==> config.mk <==
export PLATFORM = sky130hd
export DESIGN_NAME = spi_master_tx_flat
export DESIGN_NICKNAME = d
export VERILOG_FILES = /design/src/rtl/spi_pkg.sv /design/src/rtl/spi_master_tx_if.sv /design/src/rtl/spi_sclk_gen.sv /design/src/rtl/spi_master_tx.sv /design/src/flat_wrapper.sv
export SDC_FILE = /design/constraint.sdc
export NUM_CORES = 1
export LEC_CHECK = 0
export BUFFER_PORTS_ARGS = -buffer_cell sky130_fd_sc_hd__buf_2
export CORE_ASPECT_RATIO = 1.75
export CORE_MARGIN = 2
export CORE_UTILIZATION = 43
export DETAILED_ROUTE_END_ITERATION = 10
export HOLD_SLACK_MARGIN = 0.02
export PLACE_DENSITY = 0.64
export SYNTH_ARGS = -nofsm -noshare
export SYNTH_HDL_FRONTEND = slang
export SYNTH_SLANG_ARGS = --single-unit
==> constraint.sdc <==
create_clock -name clk_arduino -period 4.79 [get_ports clk_arduino]
set_clock_uncertainty 0.15 [all_clocks]
set_input_delay 0.479 -clock clk_arduino [delete_from_list [all_inputs] [get_ports clk_arduino]]
set_output_delay 0.479 -clock clk_arduino [all_outputs]
set_load 0.01 [all_outputs]
==> src/rtl/spi_pkg.sv <==
// Shared types and constants for the SPI operand/operator transmitter.
package spi_pkg;

  typedef enum logic [2:0] {
    IDLE,
    SETUP,
    HANDSHAKE,
    DATA,
    HOLD,
    DONE
  } state_t;

  localparam int FIELD_W_DEF = 4;
  localparam int NUM_FIELDS  = 3;

  // Field order in the frame, counted from the MSB end (first bit on the wire).
  localparam int FLD_OPERANDO_1 = 0;
  localparam int FLD_OPERANDO_2 = 1;
  localparam int FLD_OPERADOR   = 2;

  function automatic int frame_w(input int fw);
    return NUM_FIELDS * fw;
  endfunction

  // Bit position of a field's LSB inside the frame.
  function automatic int field_lsb(input int idx, input int fw);
    return (NUM_FIELDS - 1 - idx) * fw;
  endfunction

  localparam int FRAME_W = frame_w(FIELD_W_DEF);

endpackage

==> src/rtl/spi_master_tx_if.sv <==
// Request/status and SPI pin bundle for the transmitter.
interface spi_master_tx_if
  import spi_pkg::*;
#(
  parameter int FIELD_W = FIELD_W_DEF
);
  logic               start;
  logic [FIELD_W-1:0] operando_1;
  logic [FIELD_W-1:0] operando_2;
  logic [FIELD_W-1:0] operador;
  logic               MISO;
  logic               SCLK;
  logic               MOSI;
  logic               CS;
  logic               busy;
  logic               done;
  logic               hs_error;

  modport master (
    input  start, operando_1, operando_2, operador, MISO,
    output SCLK, MOSI, CS, busy, done, hs_error
  );

  modport slave (
    output start, operando_1, operando_2, operador, MISO,
    input  SCLK, MOSI, CS, busy, done, hs_error
  );
endinterface

==> src/rtl/spi_sclk_gen.sv <==
// Half-period timer and SCLK register. Held cleared (SCLK low) when disabled;
// SCLK only toggles while run is high, so idle half-periods still tick.
module spi_sclk_gen #(
  parameter int CLK_DIV = 4
) (
  input  logic clk_arduino,
  input  logic reset,
  input  logic en,
  input  logic run,
  output logic sclk,
  output logic half_tick,
  output logic rise_tick,
  output logic fall_tick
);
  localparam int CW = (CLK_DIV > 1) ? $clog2(CLK_DIV) : 1;

  logic [CW-1:0] cnt;

  assign half_tick = en && (cnt == CW'(CLK_DIV - 1));
  assign rise_tick = half_tick && run && !sclk;
  assign fall_tick = half_tick && run && sclk;

  // Counter wraps every CLK_DIV cycles; SCLK flips on the wrap when running.
  always_ff @(posedge clk_arduino or posedge reset) begin
    if (reset) begin
      cnt  <= '0;
      sclk <= 1'b0;
    end else if (!en) begin
      cnt  <= '0;
      sclk <= 1'b0;
    end else begin
      cnt <= half_tick ? '0 : cnt + 1'b1;
      if (half_tick && run) sclk <= !sclk;
    end
  end
endmodule

==> src/rtl/spi_master_tx.sv <==
// SPI initiator: handshake bit with MISO confirmation, then a 3-field frame MSB-first.
module spi_master_tx
  import spi_pkg::*;
#(
  parameter int CLK_DIV    = 4,
  parameter int HS_TIMEOUT = 16,
  parameter int FIELD_W    = FIELD_W_DEF
) (
  input logic             clk_arduino,
  input logic             reset,
  spi_master_tx_if.master bus
);
  localparam int FRM_W = frame_w(FIELD_W);
  localparam int HS_W  = $clog2(HS_TIMEOUT + 1);
  localparam int BC_W  = $clog2(FRM_W);

  state_t           state;
  logic [FRM_W-1:0] shift_reg, frame;
  logic [HS_W-1:0]  hs_cnt;
  logic [BC_W-1:0]  bit_cnt;
  logic             hs_ok, last_bit;
  logic             cs, mosi, busy, done, hs_error;
  logic             sclk, half_tick, rise_tick, fall_tick;
  logic             en, run;

  assign en  = (state != IDLE) && (state != DONE);
  assign run = (state == HANDSHAKE) || (state == DATA);

  spi_sclk_gen #(.CLK_DIV(CLK_DIV)) u_sclk (
    .clk_arduino(clk_arduino),
    .reset      (reset),
    .en         (en),
    .run        (run),
    .sclk       (sclk),
    .half_tick  (half_tick),
    .rise_tick  (rise_tick),
    .fall_tick  (fall_tick)
  );

  // Assemble the frame from the three fields in wire order.
  always_comb begin
    frame = '0;
    frame[field_lsb(FLD_OPERANDO_1, FIELD_W) +: FIELD_W] = bus.operando_1;
    frame[field_lsb(FLD_OPERANDO_2, FIELD_W) +: FIELD_W] = bus.operando_2;
    frame[field_lsb(FLD_OPERADOR,   FIELD_W) +: FIELD_W] = bus.operador;
  end

  // Frame sequencer; MISO is sampled on rise ticks, MOSI only moves on falls.
  always_ff @(posedge clk_arduino or posedge reset) begin
    if (reset) begin
      state     <= IDLE;
      shift_reg <= '0;
      hs_cnt    <= '0;
      bit_cnt   <= '0;
      hs_ok     <= 1'b0;
      last_bit  <= 1'b0;
      cs        <= 1'b1;
      mosi      <= 1'b0;
      busy      <= 1'b0;
      done      <= 1'b0;
      hs_error  <= 1'b0;
    end else begin
      case (state)
        IDLE: if (bus.start) begin
          shift_reg <= frame;
          hs_error  <= 1'b0;
          hs_cnt    <= '0;
          bit_cnt   <= '0;
          hs_ok     <= 1'b0;
          last_bit  <= 1'b0;
          cs        <= 1'b0;
          mosi      <= 1'b1;
          busy      <= 1'b1;
          state     <= SETUP;
        end
        SETUP: if (half_tick) state <= HANDSHAKE;
        HANDSHAKE: begin
          if (rise_tick) begin
            hs_cnt <= hs_cnt + 1'b1;
            // Confirmation wins over timeout on the same rise.
            if (bus.MISO) hs_ok <= 1'b1;
            else if (hs_cnt == HS_W'(HS_TIMEOUT - 1)) hs_error <= 1'b1;
          end else if (fall_tick) begin
            if (hs_ok) begin
              mosi  <= shift_reg[FRM_W-1];
              state <= DATA;
            end else if (hs_error) begin
              mosi  <= 1'b0;
              state <= HOLD;
            end
          end
        end
        DATA: begin
          if (rise_tick) begin
            if (bit_cnt == BC_W'(FRM_W - 1)) last_bit <= 1'b1;
            else bit_cnt <= bit_cnt + 1'b1;
          end else if (fall_tick) begin
            if (last_bit) begin
              mosi  <= 1'b0;
              state <= HOLD;
            end else begin
              shift_reg <= shift_reg << 1;
              mosi      <= shift_reg[FRM_W-2];
            end
          end
        end
        HOLD: if (half_tick) begin
          cs    <= 1'b1;
          busy  <= 1'b0;
          done  <= 1'b1;
          state <= DONE;
        end
        DONE: begin
          done  <= 1'b0;
          state <= IDLE;
        end
        default: state <= IDLE;
      endcase
    end
  end

  assign bus.SCLK     = sclk;
  assign bus.MOSI     = mosi;
  assign bus.CS       = cs;
  assign bus.busy     = busy;
  assign bus.done     = done;
  assign bus.hs_error = hs_error;
endmodule
==> src/flat_wrapper.sv <==
// flat-port wrapper written by rule: the top's interface ports become plain ports
module spi_master_tx_flat import spi_pkg::*;
#(
  parameter int CLK_DIV    = 4,
  parameter int HS_TIMEOUT = 16,
  parameter int FIELD_W    = FIELD_W_DEF
)
  (clk_arduino, reset, bus_start, bus_operando_1, bus_operando_2, bus_operador, bus_MISO, bus_SCLK, bus_MOSI, bus_CS, bus_busy, bus_done, bus_hs_error);
  spi_master_tx_if #(.FIELD_W(FIELD_W)) bus_i ();
  input logic clk_arduino;
  input logic reset;
  input wire logic [$bits(bus_i.start)-1:0] bus_start;
  input wire logic [$bits(bus_i.operando_1)-1:0] bus_operando_1;
  input wire logic [$bits(bus_i.operando_2)-1:0] bus_operando_2;
  input wire logic [$bits(bus_i.operador)-1:0] bus_operador;
  input wire logic [$bits(bus_i.MISO)-1:0] bus_MISO;
  output wire logic [$bits(bus_i.SCLK)-1:0] bus_SCLK;
  output wire logic [$bits(bus_i.MOSI)-1:0] bus_MOSI;
  output wire logic [$bits(bus_i.CS)-1:0] bus_CS;
  output wire logic [$bits(bus_i.busy)-1:0] bus_busy;
  output wire logic [$bits(bus_i.done)-1:0] bus_done;
  output wire logic [$bits(bus_i.hs_error)-1:0] bus_hs_error;
  assign bus_i.start = bus_start;
  assign bus_i.operando_1 = bus_operando_1;
  assign bus_i.operando_2 = bus_operando_2;
  assign bus_i.operador = bus_operador;
  assign bus_i.MISO = bus_MISO;
  assign bus_SCLK = bus_i.SCLK;
  assign bus_MOSI = bus_i.MOSI;
  assign bus_CS = bus_i.CS;
  assign bus_busy = bus_i.busy;
  assign bus_done = bus_i.done;
  assign bus_hs_error = bus_i.hs_error;
  spi_master_tx #(.CLK_DIV(CLK_DIV), .HS_TIMEOUT(HS_TIMEOUT), .FIELD_W(FIELD_W)) u_core (.clk_arduino(clk_arduino), .reset(reset), .bus(bus_i));
endmodule
# Word-level counts from Yosys, hierarchy flattened
# Index checks and enable logic that the tools add are counted.
# classes
addsub,3
n_reduce_logical,24
mux,52
n_eq_ne,27
# ops
cell,n
12-bit two-way mux,4
3-bit two-way mux,10
12-bit case mux with 2 select lines,1
"2-bit != test, second input constant",11
1-bit two-way mux,20
3-bit case mux with 5 select lines,1
4-bit two-way mux,3
"2-bit by 1-bit != test with 1-bit output, second input constant",6
1-bit case mux with 2 select lines,6
4-bit AND reduction,3
5-bit two-way mux,2
5-bit case mux with 2 select lines,1
5-bit AND reduction,2
9-bit AND reduction,1
4-bit case mux with 2 select lines,1
2-bit nonzero test,4
7-bit AND reduction,1
"3-bit by 2-bit equality test with 1-bit output, second input constant",2
"3-bit equality test, second input constant",2
3-bit AND reduction,2
3-bit nonzero test,2
"5-bit by 1-bit adder with 5-bit output, second input constant",1
"5-bit by 4-bit equality test with 1-bit output, second input constant",1
1-bit logical AND,5
13 further kinds,14
# word_totals
reg_bits,34
word_cells,119
out_inout_bits,6

# Logic depth before layout (Yosys ltp)
# Gate-level depths: netlist (run 1).
# logic_depth
word_depth,8
mapped_depth,7
depth_no_buf,5

# By module
# From an unflattened synthesis (run 1), not the netlist that was laid out.
# hier_totals
hier_cells,183
hier_area_um2,1810.5
# by_module_without_submodules
module,cells_per_inst,area_per_inst_um2,instances
spi_master_tx,169,1661.6,1
spi_sclk_gen,14,148.9,1

# Worst setup path after synthesis (run 1)
# Ideal clock, no wire load.
# synth_timing
path_kind,flip-flop to flip-flop
from,register u_core.u_sclk.cnt[0]
to,register u_core.state[1]
t_arrival_ns,1.407
path_stages_with_launch,7
n_path_buf,1
period_less_slack_ns,1.683
setup_slack_ns,3.107
required_ns,4.514
path_cell_list,dfrtp_1 ha_1 buf_2 nor3b_1 a211oi_4 o221ai_2 a221o_1
# synth_via
elab_chain_cells,6
elab_cells_between_ends,12
# synth_lines
element,line_no,rtl
start: declaration,spi_sclk_gen.sv:17,logic [CW-1:0] cnt;
start signal: assignment,spi_sclk_gen.sv:32,cnt <= half_tick ? '0 : cnt + 1'b1;
2-bit equality test *,spi_sclk_gen.sv:19,assign half_tick = en && (cnt == CW'(CLK_DIV - 1));
1-bit logical AND *,spi_sclk_gen.sv:19,
1-bit logical AND,"spi_sclk_gen.sv:20, spi_sclk_gen.sv:21",
1-bit logical AND (on tied branches),"spi_sclk_gen.sv:20, spi_sclk_gen.sv:21",
2-bit != test (no line) or 2-bit by 1-bit != test with 1-bit output (tied branches),--,
9-bit AND reduction (no line) *,--,
end signal: assignment,spi_master_tx.sv:51,state <= IDLE;
end signal: assignment,spi_master_tx.sv:74,state <= SETUP;
end signal: assignment,spi_master_tx.sv:76,SETUP: if (half_tick) state <= HANDSHAKE;
end: declaration,spi_master_tx.sv:17,state_t state;
# Every way passes the cells marked *; elsewhere a longest branch is shown, timed or not.
# A chain may end at the register's enable or synchronous reset.

# Worst setup path after layout (run 1)
# layout_timing
from,register u_core.state[0]
to,register u_core.shift_reg[2]
# layout_via
elab_chain_cells,7
elab_cells_between_ends,18
# layout_lines
element,line_no,rtl
3-bit != test or 3-bit nonzero test (tied branches),spi_master_tx.sv:26,assign en = (state != IDLE) && (state != DONE);
1-bit logical AND,spi_master_tx.sv:26,
1-bit logical AND,spi_sclk_gen.sv:19,
1-bit logical AND,"spi_sclk_gen.sv:20, spi_sclk_gen.sv:21",
1-bit logical AND (on tied branches),"spi_sclk_gen.sv:20, spi_sclk_gen.sv:21",
2-bit != test (no line) or 2-bit by 1-bit != test with 1-bit output (tied branches),--,
5-bit AND reduction (no line),--,
end signal: assignment,spi_master_tx.sv:65,shift_reg <= frame;
end signal: assignment,spi_master_tx.sv:102,shift_reg <= shift_reg << 1;
end: declaration,spi_master_tx.sv:18,"logic [FRM_W-1:0] shift_reg, frame;"
# Parallel ways exist; a longest one is shown, timed or not.

==> results of run 1 <==
==> logic make-up after synthesis <==
| kind of cell | synth area share, % |
|---|---|
| simple gates | 19.7 |
| compound gates | 18.1 |
| flops | 45.1 |
| buf+inv | 5.96 |
| mux | 7.55 |
| fa+ha+maj | 2.65 |
| xor+xnor | 0.928 |
==> synthesized netlist by cell type, drive strengths merged, types with 2 or more instances <==
master,number
dfrtp,33
nor2,23
a21oi,21
nand2,16
mux2i,12
buf,9
inv,8
nand2b,6
nor2b,6
o21ai,6
nand3,5
ha,4
o31ai,4
a211oi,3
and3b,2
clkbuf,2
mux2,2
nand3b,2
nor3,2
nor3b,2
o211ai,2
or3,2
==> final timing paths <==
check,start,to,cells past startpoint
min in group clk_arduino,bus_operador[0],u_core.shift_reg[0],3
min,reset,u_core.bit_cnt[0],3
min reg2reg,u_core.u_sclk.cnt[0],u_core.u_sclk.cnt[0],1
max reg2reg,u_core.state[0],u_core.shift_reg[2],4
max in group asynchronous,reset,u_core.bus.CS,3
max,u_core.state[0],u_core.shift_reg[2],4
==> cell type report <==
class | count | area (µm²) | share of cell area [%]
Inverter | 8 | 30.0 | 1.44
Multi-Input combinational cell | 137 | 923 | 44.2
Timing Repair Buffer | 22 | 113 | 5.39
Tap cell | 49 | 61.3 | 2.93
Sequential cell | 34 | 852 | 40.8
Clock buffer | 8 | 110 | 5.27
==> metal layers <==
layer | wire (µm) | global-route usage [%] | up-vias
met3 | 112 | 4.56 | 4
met5 | 0 | 0 | -
met1 | 1460 | 21.0 | 672
met4 | 58 | 7.29 | 0
li1 | - | - | 691
met2 | 1930 | 29.1 | 25
==> worst max-delay path, delay by kind of cell (launching register included) <==
kind / cells / cell delay (ns)
AO/OA/AOI/OAI: 2 / 1.09
flip-flops: 1 / 0.69
AND/OR/NAND/NOR: 2 / 0.59
==> where the power goes <==
part	total (mW)	switching [mW]	internal, mW
clock network	0.250	0.105	0.145
logic	0.448	0.248	0.200
registers	0.479	0.106	0.373
==> stage by stage <==
step                instances  hold WS [ns]  power [mW]
finish                    258         0.116        1.18
global route              258         0.185        1.27
CTS                       258         0.139        1.19
detailed placement        250         0.296       0.937
global placement          250         0.286       0.926
floorplan                 190         0.265       0.875
==> flow_metrics.tcl, run 1 <==
set metrics [dict create \
    status "complete, no violations" \
    grt_pass1_wl_um 6470 \
    root_buffer "clkbuf_8" \
    place_area_um2 1980 \
    syn-num-nets 210 \
    arrival_ns 2.67 \
    critPathRequiredTime_ns 4.86 \
    groute.usage.overall_pct 17.7 \
    cp_max_fo 23 \
    dp_hpwl_um 2610 \
    reg2reg_slack_ns 2.19 \
    clock_sinks 34 \
    synth_seq_cells 34 \
    core-area_um2 4190 \
    die_h_um 91.7 \
    worst-setup-path-type "reg -> reg" \
    ioPinCount 22 \
    postCtsSetupBuffers 0 \
    mostFrequentLayoutCells "dfrtp_1, nor2_1, buf_2" \
    cp-end-kind "register" \
    yosys.area.top_type_share_pct 43.7 \
    rsz0062_at_grt "no" \
    slew_violations 0 \
    ys_seq_area_share_pct 45.1 \
    maxCapViolCount 0 \
    cp_slowest_cell "o31ai_4" \
    gr-total-overflow 0 \
    grt_max_degree 35 \
    async_reset_ff_share_pct 100 \
    synth_area_leader_cell "dfrtp_1" \
    rows 31 \
    path_clk_slew_ns 0.07 \
    synth_area_per_cell_um2 9.94 \
    nNetsFinal 228 \
    final_common_cell "dfrtp_1" \
    max_stage_delay_ns 0.96 \
    largest_reg_flops 12 \
    worst_slack_ns 2.19 \
    leakage_nw 0.940 \
    vias 1392 \
    wire_per_inst_um 13.8 \
    netlist_instances 190 \
    antenna_left 0 \
    finalSetupViolCount 0 \
    start_kind "register" \
    finalWirelength_um 3560 \
    hold_viol_final 0 \
    die_w_um 54.1 \
    post-route-util_pct 49.9 \
    antenna_found_initial 0 \
    synth_edf_count 0 \
    synth_area_um2 1890 \
    initialDrtViolationCount 23 \
    globalplace.congestion 0.855 \
    finalSetupTns_ns 0 \
    fmax_ghz 0.385 \
    die_area_um2 4960 \
    synth_flop_cell "dfrtp_1" \
    ys_top_cells_by_area "dfrtp_1, mux2i_1, nor2_1" \
    clkLatencyLatePin_ns 0.29 \
    drtPass1Iterations 4 \
    post-route-min-period_ns 2.60 \
    grt_pass1_vias 1434 \
    htree_levels 2 \
    worst_pin_slew_ns 0.971 \
    dp_worst_setup_slack_ns 2.17 \
    port_buffers 21 \
    fillers 416 \
    stdcell_area_um2 2090 \
    fin_crit_sh_pct 54.2 \
    vdd.ir_drop.worst_mv 0.373 \
    cts_resized 0 \
    p_per_area_nw_per_um2 563 \
    ys_types 47 \
    remaining_drc_errors 0 \
    cts_tree "built" \
    path_cells "nand3b_1 > o31ai_4 > nor2_1 > a21oi_2" \
    numCtsBuffers 5 \
    ctsHoldBuffers 0 \
    hold_path.class "in -> async" \
    yosysWarnings 0 \
    drt-vias-per-instance 5.40 \
    drive_above_1_share_pct 23.4 \
    diodes 0 \
    initial_core_util_pct 45.1 \
    syn_to_final_growth_pct 10.7 \
    clk_path_buf_depth 2 \
    slew_headroom_pct 35.3 \
]
No activity file was read; power rests on OpenSTA's default activity.
==> run 2, diff against run 1 <==
==> constraint.sdc (replaced) <==
create_clock -name clk_arduino -period 2.4 [get_ports clk_arduino]
set_clock_uncertainty 0.15 [all_clocks]
set_input_delay 0.24 -clock clk_arduino [delete_from_list [all_inputs] [get_ports clk_arduino]]
set_output_delay 0.24 -clock clk_arduino [all_outputs]
set_load 0.01 [all_outputs]
==> run 2 against run 1 <==
  * Largest cell class unchanged
  * Final cell count grew 2.7%
  * Clock power is 100% higher
  * Sequential power grew 78%
  * Design area increased by 2.6%
  * Combinational power increased by 130%
  * Die area unchanged
  * Fmax grew 28%
  * Critical path depth increased by 1
  * Utilization rose by 1.3 points
  * Total power grew 100%
  * Sequential share of layout area decreased by 1.0 points
  * Critical path type unchanged
==> flow_metrics.tcl, run 2 (same netlist as run 1, synthesis figures left out) <==
set metrics [dict create \
    worst_pin_slew_ns 0.952 \
    hold_path.class "in -> reg" \
    clk_path_buf_depth 2 \
    r2r-start "u_core.u_sclk.cnt[0]" \
    initialDrtViolationCount 30 \
    cts_tree "built" \
    numCtsBuffers 5 \
    maxCapViolCount 0 \
    hold_start "bus_operador[0]" \
    hold_viol_final 0 \
    reg2reg_slack_ns 0.38 \
    finalSetupViolCount 0 \
    leakage_nw 0.975 \
    root_buffer "clkbuf_8" \
    status "complete, no violations" \
    clock_sinks 34 \
    vdd.ir_drop.worst_mv 0.723 \
    wire_per_inst_um 13.9 \
    largest_reg_flops 12 \
    fmax_ghz 0.495 \
    slew_violations 0 \
    stdcell_area_um2 2140 \
    globalplace.congestion 0.847 \
    rows 31 \
    postCtsSetupBuffers 0 \
    arrival_ns 2.09 \
    antenna_found_initial 0 \
    drt-vias-per-instance 5.32 \
    start_kind "register" \
    die_area_um2 4960 \
    syn_to_final_growth_pct 13.6 \
    p_per_area_nw_per_um2 1120 \
    die_h_um 91.7 \
    path_cells "ha_1 > nand2_1 > o31ai_4 > nor2_1 > a21oi_2" \
    gr-total-overflow 0 \
    grt_pass1_vias 1428 \
    final_common_cell "dfrtp_1" \
    port_buffers 21 \
    grt_max_degree 35 \
    mostFrequentLayoutCells "dfrtp_1, nor2_1, buf_2" \
    drtPass1Iterations 4 \
    cp_slowest_cell "o31ai_4" \
    ff2ff_path_depth 5 \
    core-area_um2 4190 \
    place_area_um2 2020 \
    slew_headroom_pct 36.6 \
    remaining_drc_errors 0 \
    post-route-min-period_ns 2.02 \
    hold_depth 3 \
    ioPinCount 22 \
    htree_levels 2 \
    timing.rr.end "u_core.shift_reg[11]" \
    vias 1409 \
    critPathRequiredTime_ns 2.47 \
    worst-setup-path-type "reg -> reg" \
    initial_core_util_pct 45.1 \
    finalWirelength_um 3690 \
    diodes 0 \
    rsz0062_at_grt "no" \
    dp_hpwl_um 2670 \
    cp_max_fo 23 \
    grt_pass1_wl_um 6690 \
    finalSetupTns_ns 0 \
    fin_crit_sh_pct 84.2 \
    path_clk_slew_ns 0.07 \
    crit_start "u_core.u_sclk.cnt[0]" \
    max_stage_delay_ns 0.78 \
    antenna_left 0 \
    die_w_um 54.1 \
    drive_above_1_share_pct 25.5 \
    nNetsFinal 235 \
    clkLatencyLatePin_ns 0.29 \
    cp-end-kind "register" \
    groute.usage.overall_pct 18.3 \
    hold_end "u_core.shift_reg[0]" \
]
[run 2: cell types whose count changed in the layout (fill, tap and decap cells not counted), sizes merged]
| cell | change |
|---|---|
| buf | +6 |
| dlygate4sd3 | +1 |
[run 2: worst max-delay path, delay by kind of cell, from the launching register on]
kind / cells / cell delay, ns
fa+ha+maj: 1 / 0.29
compound gates: 2 / 0.92
simple gates: 2 / 0.24
flops: 1 / 0.36
[run 2: final cells by class]
cell class | count | area [µm²]
fill | 401 | 2040
timing repair buffer | 29 | 168
sequential | 34 | 852
clock buffer | 8 | 110
multi-input combinational | 137 | 923
inverter | 8 | 30.0
tap | 49 | 61.3
[run 2: power breakdown]
part | internal, mW | switching, mW
clock | 0.290 | 0.216
sequential | 0.746 | 0.104
combinational | 0.447 | 0.603
total | 1.48 | 0.923
[run 2: routing by layer]
metal  wire [µm]  share of wire, %  global-route usage [%]
met1        1530                41                    22.4
met2        1970                53                    29.9
met3         130               3.5                    4.40
met4          59               1.6                    7.50
met5           0                 0                       0
[run 2: repair_timing]
action / in CTS / in global routing
hold buffers: 1 / 0
hold endpoints to repair: 33 / 0
resized for setup: 0 / 0
[run 2: worst max-delay path by stage]
stage,end,slack [ns],cells after the start
floorplan,u_core.state[1],0.72,6
global placement,u_core.shift_reg[6],0.40,4
detailed placement,u_core.shift_reg[0],0.35,4
CTS,u_core.shift_reg[11],0.32,5
global route,u_core.shift_reg[1],0.16,5
finish,u_core.shift_reg[11],0.38,5
[run 2: metrics by stage]
| stage | utilization [%] | power [mW] | setup WS, ns | std cells | hold WS, ns |
|---|---|---|---|---|---|
| global placement | 48.3 | 1.92 | 0.398 | 256 | 0.208 |
| finish | 51.2 | 2.41 | 0.380 | 265 | 0.0297 |
| global route | 51.2 | 2.60 | 0.157 | 265 | 0.0307 |
| floorplan | - | 1.75 | 0.717 | 190 | 0.229 |
| detailed placement | 48.3 | 1.93 | 0.348 | 256 | 0.212 |
| CTS | 51.2 | 2.43 | 0.325 | 265 | 0.0316 |
